`src/rtl/alu_cmd_ctrl.sv`:
```
// Byte-stream command sequencer for the 8-bit ALU: collects opcode/operand/function
// frames, pulses ALU enable, and returns the 16-bit result LSB-first. Optional
// saturating drop counter is enabled by defining ALU_CTRL_DROP_CNT_EN.
module alu_cmd_ctrl #(
  parameter int DATA_WIDTH = 8,
  parameter int FUN_WIDTH  = 4,
  parameter logic [DATA_WIDTH-1:0] OPC_ALU_OPER  = 8'hCC,
  parameter logic [DATA_WIDTH-1:0] OPC_ALU_NOPER = 8'hDD
) (
  input  logic                    CLK,
  input  logic                    RST,
  input  logic [DATA_WIDTH-1:0]   RX_DATA,
  input  logic                    RX_VALID,
  output logic [DATA_WIDTH-1:0]   ALU_A,
  output logic [DATA_WIDTH-1:0]   ALU_B,
  output logic [FUN_WIDTH-1:0]    ALU_FUN,
  output logic                    ALU_EN,
  input  logic [2*DATA_WIDTH-1:0] ALU_OUT,
  output logic [DATA_WIDTH-1:0]   TX_DATA,
  output logic                    TX_VALID,
  input  logic                    TX_READY,
`ifdef ALU_CTRL_DROP_CNT_EN
  output logic [7:0]              DROP_CNT,
`endif
  output logic                    BUSY
);

  // TX handshake: a byte moves on a cycle where TX_VALID and TX_READY are both
  // high; TX_VALID and TX_DATA are held unchanged until that cycle.

  typedef enum logic [2:0] {
    IDLE, GET_A, GET_B, GET_FUN, EXEC, CAPTURE, SEND_LSB, SEND_MSB
  } state_t;

  state_t                  state;
  logic [2*DATA_WIDTH-1:0] result;
  logic                    fun_ok;

  // A function byte is legal only if the bits above the function field are clear.
  assign fun_ok = (RX_DATA[DATA_WIDTH-1:FUN_WIDTH] == '0);

  always_ff @(posedge CLK or negedge RST) begin
    if (!RST) begin
      state    <= IDLE;
      ALU_A    <= '0;
      ALU_B    <= '0;
      ALU_FUN  <= '0;
      ALU_EN   <= 1'b0;
      TX_DATA  <= '0;
      TX_VALID <= 1'b0;
      BUSY     <= 1'b0;
      result   <= '0;
    end else begin
      ALU_EN <= 1'b0;
      case (state)
        IDLE: begin
          if (RX_VALID) begin
            if (RX_DATA == OPC_ALU_OPER) begin
              state <= GET_A;
              BUSY  <= 1'b1;
            end else if (RX_DATA == OPC_ALU_NOPER) begin
              state <= GET_FUN;
              BUSY  <= 1'b1;
            end
          end
        end
        GET_A: begin
          if (RX_VALID) begin
            ALU_A <= RX_DATA;
            state <= GET_B;
          end
        end
        GET_B: begin
          if (RX_VALID) begin
            ALU_B <= RX_DATA;
            state <= GET_FUN;
          end
        end
        GET_FUN: begin
          if (RX_VALID) begin
            if (fun_ok) begin
              ALU_FUN <= RX_DATA[FUN_WIDTH-1:0];
              ALU_EN  <= 1'b1;
              state   <= EXEC;
            end else begin
              state <= IDLE;
              BUSY  <= 1'b0;
            end
          end
        end
        EXEC: state <= CAPTURE;
        CAPTURE: begin
          // The ALU registers its result on the EXEC edge, so it is valid here.
          result   <= ALU_OUT;
          TX_DATA  <= ALU_OUT[DATA_WIDTH-1:0];
          TX_VALID <= 1'b1;
          state    <= SEND_LSB;
        end
        SEND_LSB: begin
          if (TX_READY) begin
            TX_DATA <= result[2*DATA_WIDTH-1:DATA_WIDTH];
            state   <= SEND_MSB;
          end
        end
        SEND_MSB: begin
          if (TX_READY) begin
            TX_VALID <= 1'b0;
            BUSY     <= 1'b0;
            state    <= IDLE;
          end
        end
        default: begin
          state <= IDLE;
          BUSY  <= 1'b0;
        end
      endcase
    end
  end

`ifdef ALU_CTRL_DROP_CNT_EN
  logic drop;

  always_comb begin
    drop = 1'b0;
    if (RX_VALID) begin
      case (state)
        IDLE:    drop = (RX_DATA != OPC_ALU_OPER) && (RX_DATA != OPC_ALU_NOPER);
        GET_FUN: drop = !fun_ok;
        EXEC, CAPTURE, SEND_LSB, SEND_MSB: drop = 1'b1;
        default: drop = 1'b0;
      endcase
    end
  end

  always_ff @(posedge CLK or negedge RST) begin
    if (!RST)
      DROP_CNT <= 8'd0;
    else if (drop && (DROP_CNT != 8'hFF))
      DROP_CNT <= DROP_CNT + 8'd1;
  end
`endif

endmodule

```
`config.mk`:
```
export PLATFORM = sky130hd
export DESIGN_NAME = alu_cmd_ctrl
export DESIGN_NICKNAME = d
export VERILOG_FILES = /design/src/rtl/alu_cmd_ctrl.sv
export SDC_FILE = /design/constraint.sdc
export NUM_CORES = 1
export LEC_CHECK = 0
export ABC_AREA = 1
export ABC_CLOCK_PERIOD_IN_PS = 2150
export BUFFER_PORTS_ARGS = -buffer_cell sky130_fd_sc_hd__buf_2
export CAP_MARGIN = 0
export CELL_PAD_IN_SITES_DETAIL_PLACEMENT = 0
export CELL_PAD_IN_SITES_GLOBAL_PLACEMENT = 2
export CORE_MARGIN = 4
export CORE_UTILIZATION = 29
export CTS_CLUSTER_SIZE = 16
export DETAILED_ROUTE_END_ITERATION = 8
export HOLD_SLACK_MARGIN = 0.06
export PLACE_DENSITY_LB_ADDON = 0.1
export SYNTH_ARGS = -nofsm -noshare
export SYNTH_HDL_FRONTEND = slang
export SYNTH_SLANG_ARGS = --single-unit
export TNS_END_PERCENT = 1
```
`constraint.sdc`:
```
create_clock -name CLK -period 2.15 [get_ports CLK]
set_clock_uncertainty 0.15 [all_clocks]
set_input_delay 0.43 -clock CLK [delete_from_list [all_inputs] [get_ports CLK]]
set_output_delay 0.43 -clock CLK [all_outputs]
set_load 0.05 [all_outputs]
```
After elaboration in Yosys (flattened, before gate mapping)
Index checks and enable logic that the tools add are counted.
{"block": "word_totals", "ff_bits": 50, "latchBits": 0, "ram_bits": 0, "romBits": 0, "input_bits": 28, "out_inout_bits": 31, "wordCells": 61, "n_memories": 0}
{"block": "classes", "add_sub_neg": 0, "n_mul": 0, "div_mod_pow": 0, "n_lt_le_gt_ge": 0, "n_eq_ne": 17, "n_shift": 0, "muxes": 23, "bitwise": 0, "reduce_logical": 12}
{"cell": "$mux W3", "count": 9}
{"cell": "$pmux W3 S8", "count": 1}
{"cell": "$eq A8 B8 Y1 const B", "count": 2}
{"cell": "$pmux W8 S2", "count": 1}
{"cell": "$ne A2 B2 Y1 const B", "count": 7}
{"cell": "$eq A3 B3 Y1 const B", "count": 4}
{"cell": "$mux W1", "count": 9}
{"cell": "$mux W8", "count": 1}
{"cell": "$reduce_and A2 Y1", "count": 4}
{"cell": "$reduce_and A7 Y1", "count": 1}
{"cell": "$eq A3 B2 Y1 const B", "count": 2}
{"cell": "$reduce_and A6 Y1", "count": 1}
{"cell": "$logic_not A4 Y1", "count": 1}
{"cell": "$reduce_bool A2 Y1", "count": 2}
{"cell": "$eq A3 B1 Y1 const B", "count": 1}
{"cell": "$logic_not A3 Y1", "count": 1}
{"cell": "$ne A3 B3 Y1 const B", "count": 1}
{"cell": "$pmux W1 S3", "count": 1}
{"cell": "$reduce_and A3 Y1", "count": 1}
{"cell": "$reduce_bool A3 Y1", "count": 1}
{"cell": "$pmux W1 S2", "count": 1}

Longest topological paths before layout
{"block": "depth", "word_depth": 5, "depth_mapped": 9, "mapped_depth_nobuf": 9}

Worst setup path before layout
Ideal clock, no wire load.
{"block": "synth_path", "path_type": "register -> register", "startpoint": "reg state[0]", "endpoint": "reg state[1]", "setup_ns": 0.118, "arrival_ns": 1.344, "t_required_ns": 1.882, "setup_slack_ns": 0.538, "path_stages_with_launch": 10, "n_path_buf": 0, "period_less_slack_ns": 1.612, "cell_sequence": "dfrtp_1 > inv_1 > ha_1 > nand2_4 > nor2_2 > o21bai_1 > nor2_2 > nand2_2 > nand2_1 > nand2_1"}
{"block": "synth_between", "elab_chain_cells": 3, "word_cells_on_any_way": 17, "cone_classes": "eq/ne (14); mux (1); reduce/logical (2)"}
{"item": "start, declared", "line": "35", "rtl": "state_t state;"}
{"item": "start signal, assigned", "line": "44", "rtl": "state <= IDLE;"}
{"item": "start signal, assigned", "line": "59", "rtl": "state <= GET_A;"}
{"item": "start signal, assigned", "line": "62", "rtl": "state <= GET_FUN;"}
{"item": "$eq A3 B1 Y1, or another cell as far along", "line": "55", "rtl": "case (state)"}
{"item": "$ne A2 B2 Y1 (no source line) / $ne A3 B3 Y1 (equally long branches)"}
{"item": "$reduce_and A7 Y1 (no source line)"}
Parallel ways exist; a longest one is shown, timed or not.
A chain may end at the register's enable or synchronous reset.

Worst setup path in the final report
{"block": "layout_path", "startpoint": "reg state[0]", "endpoint": "reg TX_DATA[2]"}
{"block": "layout_between", "elab_chain_cells": 3, "word_cells_on_any_way": 6, "cone_classes": "eq/ne (3); mux (1); reduce/logical (2)"}
{"item": "$eq A3 B3 Y1", "line": "55"}
{"item": "$ne A2 B2 Y1 (no source line) / $reduce_bool A2 Y1 (equally long branches)"}
{"item": "$reduce_and A2 Y1 (no source line)"}
{"item": "end signal, assigned", "line": "95", "rtl": "TX_DATA <= ALU_OUT[DATA_WIDTH-1:0];"}
{"item": "end signal, assigned", "line": "101", "rtl": "TX_DATA <= result[2*DATA_WIDTH-1:DATA_WIDTH];"}
{"item": "end, declared", "line": "19", "rtl": "output logic [DATA_WIDTH-1:0] TX_DATA,"}
Parallel ways exist; a longest one is shown, timed or not.

==> impl_metrics.yaml <==
worst_setup_path:
  crit_path_top_delay_cell: "dfrtp_1"
  r2r-start: "state[0]"
  critPathKind: "reg2reg"
  crit_required_ns: 2.22
  cp-end-kind: "flop"
  timing.critical_path.buf_inv: 1
  crit_chain: "inv_1 -> ha_1 -> nand2_4 -> nor2_2 -> a21oi_4 -> nor2_1 -> a31oi_1"
  crit_fanout: 16
  crit_path_start_kind: "flop"
  cp.arrival_ns: 1.96
  crit_start: "state[0]"
  max_stage_delay_ns: 0.42
  critPathTopFamily: "compound AO/OA/AOI/OAI gates"
logic_synthesis:
  syn_area_um2: 1930
  synth_top_area_frac: 0.544
  netlist_instances: 211
  synthTopCellsByCount: "nand2_1, dfrtp_1, o21ai_0"
  yosysSeqAreaShare: 0.544
  synthDistinctLibCells: 22
  yosys-top-cells-area: "dfrtp_1, nand2_1, o21ai_0"
  synth_flop_cell: "dfrtp_1"
  yosys_warnings: 0
  synth.ff_latch_count: 42
  syn_area_per_cell_um2: 9.16
  synth_edf_count: 0
  synth_most_common_cell: "nand2_1"
  synth_top_area_cell: "dfrtp_1"
  async_flop_share: 1.00
  syn_nets: 244
grt:
  overflow: 0
  grt_pass1_wl_mm: 7.65
  antenna_found_initial: 0
  grt_use_total: 0.127
  grt_max_degree: 23
  grt_pass1_vias: 1599
timing:
  worst_pin_slew_ns: 0.554
  rsz0062_at_grt: "false"
  fin_ws_ns: 0.263
  setup_viol: 0
  timing_hold_violations_final: 0
  fmaxAchievable_mhz: 530
  finalSetupTns_ns: 0
  period_share: 0.878
  min_period_ns: 1.89
  final-max-slew-violation-count: 0
  slew_headroom: 0.631
finish:
  fin_util: 0.373
  finalNetCount: 306
  syn_to_final_growth_pct: 23.8
  n_fill_cell: 693
  diodes: 0
  stdcell_area_um2: 2390
  drive_gt1_frac: 0.308
  ff_latch_area_um2: 1050
  multi_input_area_um2: 772
hold_path:
  hold_path_class: "in2reg"
  hold_start: "ALU_OUT[13]"
cts:
  cts_buffer_depth: 2
  hold_buffers: 1
  cts_setup_buffers: 0
  clk_latency_ns: 0.29
  htreeDepth: 2
  cts_root_buffer: "clkbuf_8"
  numCtsBuffers: 5
  cts_resized: 0
  cts_tree: "yes"
  cts_sinks: 42
  clk_pin_slew_ns: 0.08
die:
  rows: 29
  io_pins: 59
  dieArea_um2: 8040
  dieWidth_um: 89.6
  core_area_um2: 6420
  floorplan.initialDensity: 0.301
  dieHeight_um: 89.6
routing:
  drc: 0
  top_layer: "met4"
  wl_mm: 4.73
  wl_met1_mm: 2.31
  dr.pass1.iters: 4
  final_antenna_net_count: 0
  dr.first_iter.drc_count: 46
  vias: 1613
  dr_wl_met2_mm: 2.05
  dr_wl_met3_um: 241
  wire_per_inst_um: 13.5
  viasPerCell: 4.61
job:
  drv_cap: 0
placed_design:
  hpwlAfterDp_mm: 3.61
  placed_area_um2: 2300
  portBuffers: 58
  dpl_worst_slack_ns: 0.274
  gp_congestion: 0.797
power_and_ir_drop:
  p_total_mw: 3.89
  p_leak_nw: 1.26
  powerDensity_nw_per_um2: 1630
  ir_drop_mv: 0.536
status:
  status: "finished, final reports clean"
## final timing paths
path	depth (start not counted)	end	slack [ns]
hold / removal	2	result[13]	0.21
setup reg to reg	7	TX_DATA[2]	0.26
min in group asynchronous	2	ALU_B[0]	0.50
setup / recovery	7	TX_DATA[2]	0.26
hold reg to reg	2	ALU_FUN[0]	0.33
max in group asynchronous	3	TX_DATA[7]	0.84
## flip-flops by register name, indices dropped and copies added, names as in the netlist
name / count
state: 3
TX_DATA: 8
ALU_B: 8
ALU_FUN: 4
TX_VALID: 1
result: 8
BUSY: 1
ALU_EN: 1
ALU_A: 8
## report_power, final
| part | internal, mW | switching (mW) | leakage, nW |
|---|---|---|---|
| clock | 0.218 | 0.270 | 0.0438 |
| combinational | 0.541 | 1.51 | 0.710 |
| sequential | 1.15 | 0.199 | 0.511 |
## through the flow
step           std cells  hold slack, ns
2_1_floorplan        211         -0.0156
3_3_place_gp         342           0.299
3_5_place_dp         342           0.301
4_1_cts              350           0.203
5_1_grt              350           0.198
6_report             350           0.211
## kinds of logic (layout without fill, tap and decap cells)
| kind of cell | Yosys count | count (layout) | synth area share |
|---|---|---|---|
| fa+ha+maj | 5 | 5 | 0.0324 |
| mux | 8 | 8 | 0.0466 |
| buf+inv | 24 | 86 | 0.0570 |
| flops | 42 | 42 | 0.544 |
| compound gates | 38 | 38 | 0.112 |
| simple gates | 94 | 94 | 0.208 |
## cell usage in the layout, fill, tap and decap left out
cell           netlist  layout
nor2_2               2       2
dlygate4sd3_1        0       1
inv_2                1       1
a31oi_1              8       8
buf_2                4      58
buf_4                0       1
o21bai_1             2       2
nand4_1              2       2
nand2_4              1       1
buf_12               0       1
ha_1                 5       5
clkinv_2             0       2
dfrtp_1             42      42
nor3_1               1       1
nand3b_1             1       1
a21oi_1              1       1
o21ai_0             26      26
inv_1               17      17
mux2_2               8       8
nand3_1              8       8
nand3_2              2       2
nor2_1              16      16
nand2_2              2       2
clkbuf_8             0       5
nand2_1             59      59
a21oi_4              1       1
## metal layers
layer	vias up	track usage
met2	42	0.194
met4	0	0.0568
li1	813	-
met1	747	0.167
met3	11	0.0338
met5	-	0
## layout make-up
class | instances | area share
clock inverter | 2 | 0.00418
multi-input combinational | 145 | 0.323
inverter | 18 | 0.0282
clock buffer | 5 | 0.0288
timing repair buffer | 61 | 0.137
sequential | 42 | 0.439
tap | 77 | 0.0403
(Power assumes the default switching activity.)
